File: src/rtl/viterbi_pkg.sv
// Shared definitions for the hard-decision rate-1/2 Viterbi frame decoder:
// FSM state encoding, default trellis geometry and the small arithmetic
// helpers used by the add-compare-select units.
package viterbi_pkg;

    // Default constraint length and the matching trellis width.
    localparam int VIT_K   = 4;
    localparam int NSTATES = 1 << (VIT_K - 1);

    // Decoder control states.
    typedef enum logic [1:0] {
        ST_ACS    = 2'd0,
        ST_SELECT = 2'd1,
        ST_TRACE  = 2'd2,
        ST_DONE   = 2'd3
    } vit_state_t;

    // Encoder output for input bit b leaving state s. The tap vectors use
    // bit k-1 for the current input and bits k-2..0 for state MSB..LSB.
    function automatic logic [1:0] expected_symbol(
        input logic [31:0] g1,
        input logic [31:0] g0,
        input int          k,
        input logic        b,
        input logic [31:0] s
    );
        logic [31:0] word;
        word = s | ({31'd0, b} << (k - 1));
        return {^(g1 & word), ^(g0 & word)};
    endfunction

    // Hamming distance between an expected and a received 2-bit symbol.
    function automatic logic [1:0] branch_metric(
        input logic [1:0] exp_sym,
        input logic [1:0] rx_sym
    );
        logic [1:0] diff;
        diff = exp_sym ^ rx_sym;
        return {1'b0, diff[1]} + {1'b0, diff[0]};
    endfunction

    // Add that clamps at the all-ones value of a w-bit metric. An operand
    // already at the clamp (unreachable state) stays clamped.
    function automatic logic [31:0] sat_add(
        input logic [31:0] a,
        input logic [31:0] b,
        input int          w
    );
        logic [32:0] max_v;
        logic [32:0] sum;
        max_v = (33'd1 << w) - 33'd1;
        if ({1'b0, a} >= max_v) begin
            return max_v[31:0];
        end
        sum = {1'b0, a} + {1'b0, b};
        if (sum > max_v) begin
            return max_v[31:0];
        end
        return sum[31:0];
    endfunction

endpackage

File: src/rtl/viterbi_frame_decoder_acs.sv
// Compare-select for one trellis state: adds the branch metric to each of
// the two predecessor path metrics, keeps the smaller candidate and reports
// which predecessor won (0 = p0, 1 = p1; ties go to p0).
module viterbi_acs_unit
    import viterbi_pkg::*;
#(
    parameter int PM_W = 8
) (
    input  logic [PM_W-1:0] i_pm0,
    input  logic [PM_W-1:0] i_pm1,
    input  logic [1:0]      i_bm0,
    input  logic [1:0]      i_bm1,
    output logic [PM_W-1:0] o_pm,
    output logic            o_dec
);

    logic [PM_W-1:0] w_cand0;
    logic [PM_W-1:0] w_cand1;

    // Saturating candidates, then a strict compare so equal metrics keep p0.
    always_comb begin
        w_cand0 = PM_W'(sat_add(32'(i_pm0), 32'(i_bm0), PM_W));
        w_cand1 = PM_W'(sat_add(32'(i_pm1), 32'(i_bm1), PM_W));
        o_dec   = (w_cand1 < w_cand0);
        o_pm    = o_dec ? w_cand1 : w_cand0;
    end

endmodule

File: src/rtl/viterbi_frame_decoder.sv
// Hard-decision rate-1/2 Viterbi decoder working on one fixed-length frame
// at a time: FRAME_LEN trellis steps (one per accepted symbol), a one-cycle
// start-state selection, FRAME_LEN traceback cycles, then the decoded frame
// and its path metric are held until the consumer takes them.
//
// Handshakes: a transfer happens on a rising clock edge where both valid
// and ready are high. The input side is ready only while accumulating
// symbols; out_valid stays high with stable data until out_ready is seen,
// and exactly one frame moves per output transfer.
module viterbi_frame_decoder
    import viterbi_pkg::*;
#(
    parameter int           K         = VIT_K,
    parameter logic [K-1:0] G1        = 4'b1111,
    parameter logic [K-1:0] G0        = 4'b1101,
    parameter int           FRAME_LEN = 8,
    parameter int           PM_W      = 8
) (
    input  logic                 i_clk,
    input  logic                 i_rst_n,
    input  logic                 i_in_valid,
    output logic                 o_in_ready,
    input  logic [1:0]           i_sym_in,
    input  logic                 i_tb_mode,
    output logic                 o_out_valid,
    input  logic                 i_out_ready,
    output logic [FRAME_LEN-1:0] o_out_bits,
    output logic [PM_W-1:0]      o_out_metric
);

    // Default geometry comes from the package; other K values derive it.
    localparam int N_ST  = (K == VIT_K) ? NSTATES : (1 << (K - 1));
    localparam int SW    = K - 1;
    localparam int IDX_W = (FRAME_LEN > 1) ? $clog2(FRAME_LEN) : 1;
    localparam logic [IDX_W-1:0] LAST_IDX = IDX_W'(FRAME_LEN - 1);
    localparam logic [PM_W-1:0]  PM_MAX   = {PM_W{1'b1}};

    vit_state_t           r_state;
    vit_state_t           w_next_state;

    logic [PM_W-1:0]      r_pm     [N_ST];
    logic [PM_W-1:0]      w_pm_new [N_ST];
    logic [N_ST-1:0]      w_dec;
    logic [N_ST-1:0]      r_surv   [FRAME_LEN];

    logic [IDX_W-1:0]     r_step;
    logic [IDX_W-1:0]     r_idx;
    logic                 r_tb_mode;
    logic [SW-1:0]        r_cur;
    logic [SW-1:0]        w_best;
    logic [PM_W-1:0]      w_best_pm;
    logic [FRAME_LEN-1:0] r_out_bits;
    logic [PM_W-1:0]      r_out_metric;

    logic                 w_accept;
    logic                 w_last;
    logic                 w_out_take;

    assign w_accept   = i_in_valid & o_in_ready;
    assign w_last     = (r_step == LAST_IDX);
    assign w_out_take = o_out_valid & i_out_ready;

    // One ACS unit per state. State n is entered with input bit n[K-2]
    // from predecessors p0 = {n[K-3:0],0} and p1 = {n[K-3:0],1}; the
    // expected symbols along both branches are elaboration-time constants.
    for (genvar n = 0; n < N_ST; n++) begin : g_acs
        localparam int         P0 = (2 * n) % N_ST;
        localparam int         P1 = P0 + 1;
        localparam logic       B  = ((n >> (K - 2)) & 1) != 0;
        localparam logic [1:0] E0 = expected_symbol(32'(G1), 32'(G0), K, B, 32'(P0));
        localparam logic [1:0] E1 = expected_symbol(32'(G1), 32'(G0), K, B, 32'(P1));

        logic [1:0] w_bm0;
        logic [1:0] w_bm1;

        assign w_bm0 = branch_metric(E0, i_sym_in);
        assign w_bm1 = branch_metric(E1, i_sym_in);

        viterbi_acs_unit #(
            .PM_W (PM_W)
        ) u_acs (
            .i_pm0 (r_pm[P0]),
            .i_pm1 (r_pm[P1]),
            .i_bm0 (w_bm0),
            .i_bm1 (w_bm1),
            .o_pm  (w_pm_new[n]),
            .o_dec (w_dec[n])
        );
    end

    // FSM state register.
    always_ff @(posedge i_clk or negedge i_rst_n) begin
        if (!i_rst_n) begin
            r_state <= ST_ACS;
        end else begin
            r_state <= w_next_state;
        end
    end

    // FSM next-state: collect a frame, pick a start, trace back, hand off.
    always_comb begin
        w_next_state = r_state;
        case (r_state)
            ST_ACS:    if (w_accept && w_last) w_next_state = ST_SELECT;
            ST_SELECT: w_next_state = ST_TRACE;
            ST_TRACE:  if (r_idx == '0) w_next_state = ST_DONE;
            ST_DONE:   if (i_out_ready) w_next_state = ST_ACS;
            default:   w_next_state = ST_ACS;
        endcase
    end

    // FSM outputs: input ready only while collecting, output valid in DONE.
    always_comb begin
        o_in_ready  = 1'b0;
        o_out_valid = 1'b0;
        case (r_state)
            ST_ACS:  o_in_ready  = 1'b1;
            ST_DONE: o_out_valid = 1'b1;
            default: ;
        endcase
    end

    // Path metrics: start from state 0 only, update once per accepted
    // symbol, and restart after the decoded frame is handed off.
    always_ff @(posedge i_clk or negedge i_rst_n) begin
        if (!i_rst_n) begin
            for (int i = 0; i < N_ST; i++) begin
                r_pm[i] <= (i == 0) ? '0 : PM_MAX;
            end
        end else if (w_accept) begin
            for (int i = 0; i < N_ST; i++) begin
                r_pm[i] <= w_pm_new[i];
            end
        end else if (w_out_take) begin
            for (int i = 0; i < N_ST; i++) begin
                r_pm[i] <= (i == 0) ? '0 : PM_MAX;
            end
        end
    end

    // Step counter and traceback-mode capture on the first symbol of a frame.
    always_ff @(posedge i_clk or negedge i_rst_n) begin
        if (!i_rst_n) begin
            r_step    <= '0;
            r_tb_mode <= 1'b0;
        end else if (w_accept) begin
            if (r_step == '0) begin
                r_tb_mode <= i_tb_mode;
            end
            r_step <= w_last ? '0 : r_step + 1'b1;
        end else if (w_out_take) begin
            r_step <= '0;
        end
    end

    // Survivor memory: one decision bit per state for every trellis step.
    always_ff @(posedge i_clk or negedge i_rst_n) begin
        if (!i_rst_n) begin
            for (int i = 0; i < FRAME_LEN; i++) begin
                r_surv[i] <= '0;
            end
        end else if (w_accept) begin
            r_surv[r_step] <= w_dec;
        end
    end

    // Start state: state 0 for tail-terminated frames, otherwise the
    // lowest-index state holding the minimum metric (state 0 when every
    // metric is saturated, since the compare is strict).
    always_comb begin
        w_best    = '0;
        w_best_pm = r_pm[0];
        if (!r_tb_mode) begin
            for (int i = 1; i < N_ST; i++) begin
                if (r_pm[i] < w_best_pm) begin
                    w_best_pm = r_pm[i];
                    w_best    = SW'(i);
                end
            end
        end
    end

    // Start selection and traceback: each step emits the state MSB as the
    // decoded bit and shifts the stored decision in as the predecessor LSB.
    always_ff @(posedge i_clk or negedge i_rst_n) begin
        if (!i_rst_n) begin
            r_cur        <= '0;
            r_idx        <= '0;
            r_out_bits   <= '0;
            r_out_metric <= '0;
        end else begin
            case (r_state)
                ST_SELECT: begin
                    r_cur        <= w_best;
                    r_idx        <= LAST_IDX;
                    r_out_metric <= r_pm[w_best];
                end
                ST_TRACE: begin
                    r_out_bits[r_idx] <= r_cur[SW-1];
                    r_cur             <= {r_cur[SW-2:0], r_surv[r_idx][r_cur]};
                    r_idx             <= r_idx - 1'b1;
                end
                default: ;
            endcase
        end
    end

    assign o_out_bits   = r_out_bits;
    assign o_out_metric = r_out_metric;

endmodule

File: config.mk
export PLATFORM = sky130hd
export DESIGN_NAME = viterbi_frame_decoder
export DESIGN_NICKNAME = d
export VERILOG_FILES = /design/src/rtl/viterbi_pkg.sv /design/src/rtl/viterbi_frame_decoder_acs.sv /design/src/rtl/viterbi_frame_decoder.sv
export SDC_FILE = /design/constraint.sdc
export NUM_CORES = 1
export LEC_CHECK = 0
export ABC_AREA = 0
export BUFFER_PORTS_ARGS = -buffer_cell sky130_fd_sc_hd__buf_2
export CAP_MARGIN = 10
export CORE_UTILIZATION = 60
export CTS_CLUSTER_DIAMETER = 50
export DETAILED_ROUTE_END_ITERATION = 10
export GPL_TIMING_DRIVEN = 1
export MAX_ROUTING_LAYER = met4
export PLACE_DENSITY = 0.77
export SYNTH_ARGS = -nofsm -noshare
export SYNTH_HDL_FRONTEND = slang
export SYNTH_SLANG_ARGS = --single-unit
File: constraint.sdc
create_clock -name i_clk -period 31.8 [get_ports i_clk]
set_clock_uncertainty 0.1 [all_clocks]
set_input_delay 4.77 -clock i_clk [delete_from_list [all_inputs] [get_ports i_clk]]
set_output_delay 4.77 -clock i_clk [all_outputs]
set_load 0.005 [all_outputs]
=== Word level (Yosys, flattened, before mapping) ===
Index checks and enable logic that the tools add are counted.

* Bitwise logic cells: 8
* Shift-type cells: 0
* Add/sub/neg operators: 22
* Equal/unequal tests: 7
* Mux-type cells: 151
* $mul: 0
* Reduce and logical (&&, ||, !) cells: 10
* $lt $le $gt $ge: 46
* Divide/modulo/power cells: 0

{| class="wikitable"
|+ Operators with widths
! cell !! number
|-
| 8-bit 2-to-1 mux || 81
|-
| 8-bit by 2-bit adder with 9-bit output || 16
|-
| 9-bit by 8-bit greater-than comparator with 1-bit output, second input constant || 16
|-
| 64-bit 2-to-1 mux || 2
|-
| 8-bit < comparator || 15
|-
| 64-bit bitwise mux || 1
|-
| 8-bit >= comparator, second input constant || 8
|-
| 8-bit binary-select mux with 3-bit select || 2
|-
| 1-bit 2-to-1 mux || 45
|-
| 8-bit demux with 3-bit select || 1
|-
| 3-bit 2-to-1 mux || 8
|-
| 4-bit >= comparator, second input constant || 3
|-
| 3-bit NOT with 4-bit output || 3
|-
| 3-bit one-hot mux with 2 select lines || 2
|-
| 2-bit 2-to-1 mux || 5
|-
| 1-bit by 1-bit adder with 2-bit output || 4
|-
| 8-bit bitwise mux || 1
|-
| 3-bit by 4-bit < comparator with 1-bit output, second input constant || 2
|-
| 2-bit one-hot mux with 4 select lines || 1
|-
| 3-bit zero test || 2
|-
| 2-bit != test, second input constant || 3
|-
| 2-bit == test, second input constant || 2
|-
| 4-bit by 1-bit < comparator with 1-bit output, second input constant || 1
|-
| 2-bit nonzero test || 2
|-
| 14 further kinds || 18
|}

* RAM bits: 0
* Output and inout port bits: 18
* Memories kept: 0
* Bits in read-only memories: 0
* Word-level logic and storage cells: 267
* Input port bits: 7
* Flip-flop bits (word level): 156
* Latch bits: 0

=== Logic depth before layout (Yosys ltp) ===
* Word-level depth: 25
* Mapped depth: 76
* Gate-level depth less buffers: 66

=== Cells and area by module ===
From an unflattened synthesis, not the netlist that was laid out.

* Cell total of the unflattened synthesis: 1,671
* Area, all modules: 15,413.5 sq um

{| class="wikitable"
|+ Modules (own cells, without submodules)
! module !! times used !! sequential area each (sq um) !! area an instance (sq um) !! cells an instance
|-
| viterbi_frame_decoder || 1 || 3,973.8 || 9,502.9 || 887
|-
| viterbi_acs_unit at g_acs[0].u_acs ... || 4 || 0.0 || 758.2 || 99
|-
| viterbi_acs_unit at g_acs[4].u_acs ... || 4 || 0.0 || 719.4 || 97
|}

=== Worst setup path before layout ===
Ideal clock, no wire load.

* Kind: register to register
* Start point: reg r_pm[54] (netlist bit)
* End point: reg r_out_metric[2], in the netlist o_out_metric[2]
* Cell stages (with the launch flop): 69
* Path buffers: 9
* Setup time: 0.101 ns
* Slack: 17.524 ns
* Arrival: 14.076 ns
* Required time: 31.599 ns
* Period minus slack after synthesis: 14.276 ns
* Cells stage by stage: dfstp_2 -> ha_1 -> a21o_1 -> a221o_1 -> a21oi_4 -> clkbuf_1 -> a21oi_1 -> ha_1 -> nand2_1 -> nor2_1 -> and2_1 -> nand2_1 -> o221ai_2 -> clkbuf_1 -> nor2_1 -> a21oi_1 -> inv_1 -> ha_1 -> [33 not listed] -> o21ai_0 -> nand3_1 -> nor2_1 -> buf_2 -> buf_1 -> mux2_2 -> ha_1 -> a21o_1 -> a21o_1 -> a21oi_1 -> nand3_1 -> a311oi_1 -> o31ai_1 -> a21oi_4 -> buf_6 -> mux2i_1 -> o2bb2ai_1 -> o32ai_1

* Word-level cells in the longest chain between the ends: 25
* Elaborated cells on any way between the ends: 31
* Those cells by class: 7 x order compare; 23 x mux; 1 x bitwise

{| class="wikitable"
|+ RTL lines
! what !! RTL line !! source
|-
| start: declaration || viterbi_frame_decoder.sv:41 || <nowiki>logic [PM_W-1:0] r_pm [N_ST];</nowiki>
|-
| start signal: indexed assignment || viterbi_frame_decoder.sv:128 || <nowiki>r_pm[i] <= (i == 0) ? '0 : PM_MAX;</nowiki>
|-
| start signal: indexed assignment || viterbi_frame_decoder.sv:132 || <nowiki>r_pm[i] <= w_pm_new[i];</nowiki>
|-
| start signal: indexed assignment || viterbi_frame_decoder.sv:136 || <nowiki>r_pm[i] <= (i == 0) ? '0 : PM_MAX;</nowiki>
|-
| 8-bit < comparator || viterbi_frame_decoder.sv:175 || <nowiki>if (r_pm[i] < w_best_pm) begin</nowiki>
|-
| 8-bit 2-to-1 mux || viterbi_frame_decoder.sv:175 ||
|-
| 8-bit 2-to-1 mux || viterbi_frame_decoder.sv:173 || <nowiki>if (!r_tb_mode) begin</nowiki>
|-
| 8-bit < comparator || viterbi_frame_decoder.sv:175 ||
|-
| 8-bit 2-to-1 mux || viterbi_frame_decoder.sv:175 ||
|-
| 8-bit 2-to-1 mux || viterbi_frame_decoder.sv:173 ||
|-
| 8-bit < comparator || viterbi_frame_decoder.sv:175 ||
|-
| 8-bit 2-to-1 mux || viterbi_frame_decoder.sv:175 ||
|-
| [8 not listed] || n/a ||
|-
| 8-bit 2-to-1 mux || viterbi_frame_decoder.sv:175 ||
|-
| 8-bit 2-to-1 mux || viterbi_frame_decoder.sv:173 ||
|-
| 8-bit < comparator || viterbi_frame_decoder.sv:175 ||
|-
| 3-bit 2-to-1 mux (*) || viterbi_frame_decoder.sv:175 ||
|-
| 3-bit 2-to-1 mux (*) || viterbi_frame_decoder.sv:173 ||
|-
| 3-bit NOT with 4-bit output (not written as such) (*) || viterbi_frame_decoder.sv:196 || <nowiki>r_out_metric <= r_pm[w_best];</nowiki>
|-
| 8-bit binary-select mux with 3-bit select (*) || viterbi_frame_decoder.sv:196 ||
|-
| 8-bit 2-to-1 mux (not written as such) (*) (2 in series) || viterbi_frame_decoder.sv:196 ||
|-
| end signal: assignment || viterbi_frame_decoder.sv:196 ||
|-
| end: declaration || viterbi_frame_decoder.sv:53 || <nowiki>logic [PM_W-1:0] r_out_metric;</nowiki>
|}

Mark *: on every way between the ends. The rest lies on a longest branch, timed or not. The select of a mux whose other input is x is not followed.
A chain may end at the register's enable or synchronous reset.

=== Worst setup path in the final report ===
* Start point: reg r_pm[63] (netlist bit)
* End point: reg r_out_metric[4], in the netlist o_out_metric[4]

Same word-level chain as after synthesis.

==> flow_metrics.tcl <==
set metrics [dict create \
    placement_rows 56 \
    detail_route.first_pass.iterations 7 \
    critPathMaxStageDelay_ns 0.90 \
    final_min_period_ns 16.62 \
    cts-resized-gates 0 \
    drt-total-wl_um 41490 \
    critical_path.endpoint_type "flip-flop" \
    synthFlopType "dfrtp_1" \
    first_global_vias 11750 \
    grt.overflow.total 0 \
    cts_made_buffers 17 \
    clk_pin_slew_worst_paths_ns 0.07 \
    detailroute.via_count 12360 \
    required_ns 31.99 \
    placeableCoreArea_um2 23400 \
    crit_path_top_delay_cell "o211ai_1" \
    boundaryPins 25 \
    finalWeightedCongestion 0.9659 \
    critPathLaunch "r_pm[63]" \
    worstRegToRegCells 60 \
    fmaxAchievable_ghz 0.06016 \
    timing.hold.worst.class "flip-flop to flip-flop" \
    drtIter0Drc 1065 \
    avgSynthCellArea_um2 8.765 \
    synth_warnings 0 \
    max_slew_margin_pct 21.59 \
    chipHeight_um 156.3 \
    clk_root_buffer_cell "clkbuf_16" \
    fin_tns_setup_ns 0 \
    critical_path_endpoint "o_out_metric[4]" \
    synthMostInstantiatedCell "nor2_1" \
    synth_top_area_share_pct 17.53 \
    critical_path.reg2reg.startpoint "r_pm[63]" \
    area_growth_syn_to_layout_pct 6.414 \
    nNetsFinal 1754 \
    cts_num_sinks 156 \
    buffer_count_from_post_cts_setup_fixing 0 \
    grt_setup_unrepaired "false" \
    synth-edff-count 0 \
    timing.critical_path.fanout_max 19 \
    grt_start_max_net_pins 92 \
    grt_first_pass_wirelength_um 66080 \
    die-area_um2 24420 \
    worst_skew_pair.late_latency_ns 0.44 \
    cts_tree "built" \
    cp_common_cell "ha_1" \
    synthesized_netlist_net_count 1786 \
    synthDistinctLibCells 78 \
    post_drt_via_cell_ratio 6.406 \
    numPortBuffers 24 \
    mappedNetlistArea_um2 14280 \
    drive_above_1_share_pct 16.71 \
    fillers 1978 \
    hold_violations 0 \
    htree_num_levels 4 \
    routed_wl_per_cell_um 21.50 \
    synth_top_cells_by_count "nor2_1, nand2_1, ha_1" \
    worst_ep_arrival_time_ns 16.81 \
    asyncSetResetFlopFracSynth_pct 100.0 \
    critical_path.startpoint_type "flip-flop" \
    r2r-end "o_out_metric[4]" \
    finalSetupViolations 0 \
    clock_path_buffers 2 \
    share_of_synthesized_area_spent_on_multiplexers_pct 14.46 \
    ctsHoldBuffers 0 \
    grt_antenna_before_repair 1 \
    yosys.area.top_type "dfrtp_1" \
    antenna_nets_post_route 0 \
    timing.max_cap.violations 0 \
    dpl.hpwl_um 30540 \
    drc 0 \
    outcome "finished clean" \
    yosys-top-cells-area "dfrtp_1, ha_1, dfstp_2" \
    timing.reg2reg.setup_slack_ns 15.18 \
    synth_compound_gate_area_share_pct 15.89 \
    initial_core_util_pct 61.01 \
    synth_sequential_area_ratio_pct 27.83 \
    synthCells 1629 \
    timing_max_transition_violations_final 0 \
    synth_simple_gate_area_share_pct 18.02 \
    synth_xor_xnor_area_share_pct 4.784 \
    critical_path_class "flip-flop to flip-flop" \
    synthAdderAreaFrac_pct 14.34 \
    min_period_over_period_pct 52.27 \
    tightest_slew_ns 1.176 \
    gr-usage-all-layers_pct 36.56 \
    flip_flop_and_latch_count_after_synthesis 156 \
    die_w_um 156.3 \
    dominant_combinational_cell_family_by_area_after_synthesis "simple AND/OR/NAND/NOR gates" \
]
cell usage in the layout (no fill, tap or decap), drive strengths merged, types with 16 or more instances in the layout:
cell type,Yosys,final
nor2b,20,20
mux2,95,95
and2,16,16
xnor2,39,39
a31oi,25,25
nor3,37,37
nand3,42,42
o22a,16,16
inv,82,86
or2,17,17
nand4,16,16
clkbuf,79,17
a21o,23,23
nand2b,38,38
o21a,17,17
a21oi,115,115
buf,11,39
dfstp,56,56
xor2,39,39
dfrtp,100,100
mux4,20,20
nand2,149,149
ha,134,134
o21ai,66,66
mux2i,54,54
fa,16,16
nor2,178,178
registers in the layout (all words and copies together) (netlist names):
name and cells:
r_pm 64, r_cur 3, r_step 3, r_idx 3, r_surv 64, r_tb_mode 1, o_out_metric 8, o_out_bits 8
r_state 2
logic make-up (layout without fill, tap and decap cells):
group / Yosys count / after routing
AOI/OAI and AO/OA: 348 / 348
xor gates and xnor gates: 78 / 78
adders and majority gates: 155 / 155
buffers and inverters: 172 / 153
DFF: 156 / 156
muxes: 169 / 169
other: 0 / 1
and+or+nand+nor: 551 / 551
critical path: cells and delay by family, from the launching register on:
family                   cells  cell delay [ns]
multiplexers                 5             1.80
AO/OA/AOI/OAI               24             7.30
flip-flops                   1             0.45
AND/OR/NAND/NOR             20             4.32
buffers and inverters        4             0.43
adder cells (fa/ha/maj)      7             2.02
cell type report:
class | instances | area, µm² | share of cell area [%]
flip-flops and latches | 156 | 3974 | 26.15
diodes | 1 | 2.502 | 0.01647
clock inverters | 15 | 201.4 | 1.326
repair buffers | 39 | 239.0 | 1.573
multi-input cells | 1301 | 9646 | 63.48
inverters | 82 | 307.8 | 2.026
well taps | 319 | 399.1 | 2.627
clock buffers | 17 | 425.4 | 2.800
layer usage:
metal	part of all wire, %	vias up	track usage, %
li1	-	5748	-
met1	43	5987	46.52
met4	4.5	0	16.11
met5	0	-	-
met3	5.9	119	3.877
met2	47	509	59.10
worst min-delay path by stage:
stage                     from    endpoint  slack [ns]  cells after the start
floorplan           r_surv[25]  r_surv[25]        0.34                      2
global placement     r_surv[1]   r_surv[1]        0.36                      2
detailed placement  r_surv[25]  r_surv[25]        0.37                      2
CTS                 r_surv[25]  r_surv[25]        0.39                      2
global route        r_surv[39]  r_surv[39]        0.42                      1
finish              r_surv[25]  r_surv[25]        0.39                      2
through the flow:
step | instances | hold slack (ns) | setup WS [ns] | area (µm²) | util (%)
global placement | 1897 | 0.3571 | 15.76 | 14570 | 62.24
CTS | 1929 | 0.3876 | 15.48 | 15190 | 64.92
detailed placement | 1897 | 0.3710 | 15.53 | 14570 | 62.24
floorplan | 1629 | 0.3446 | 17.52 | 14280 | -
global route | 1930 | 0.4193 | 13.91 | 15190 | 64.93
finish | 1930 | 0.3897 | 15.18 | 15190 | 64.93
Power is left out: the tool's default activity adds up to more than one toggle a clock period on the data nets, which glitch-free logic cannot reach.
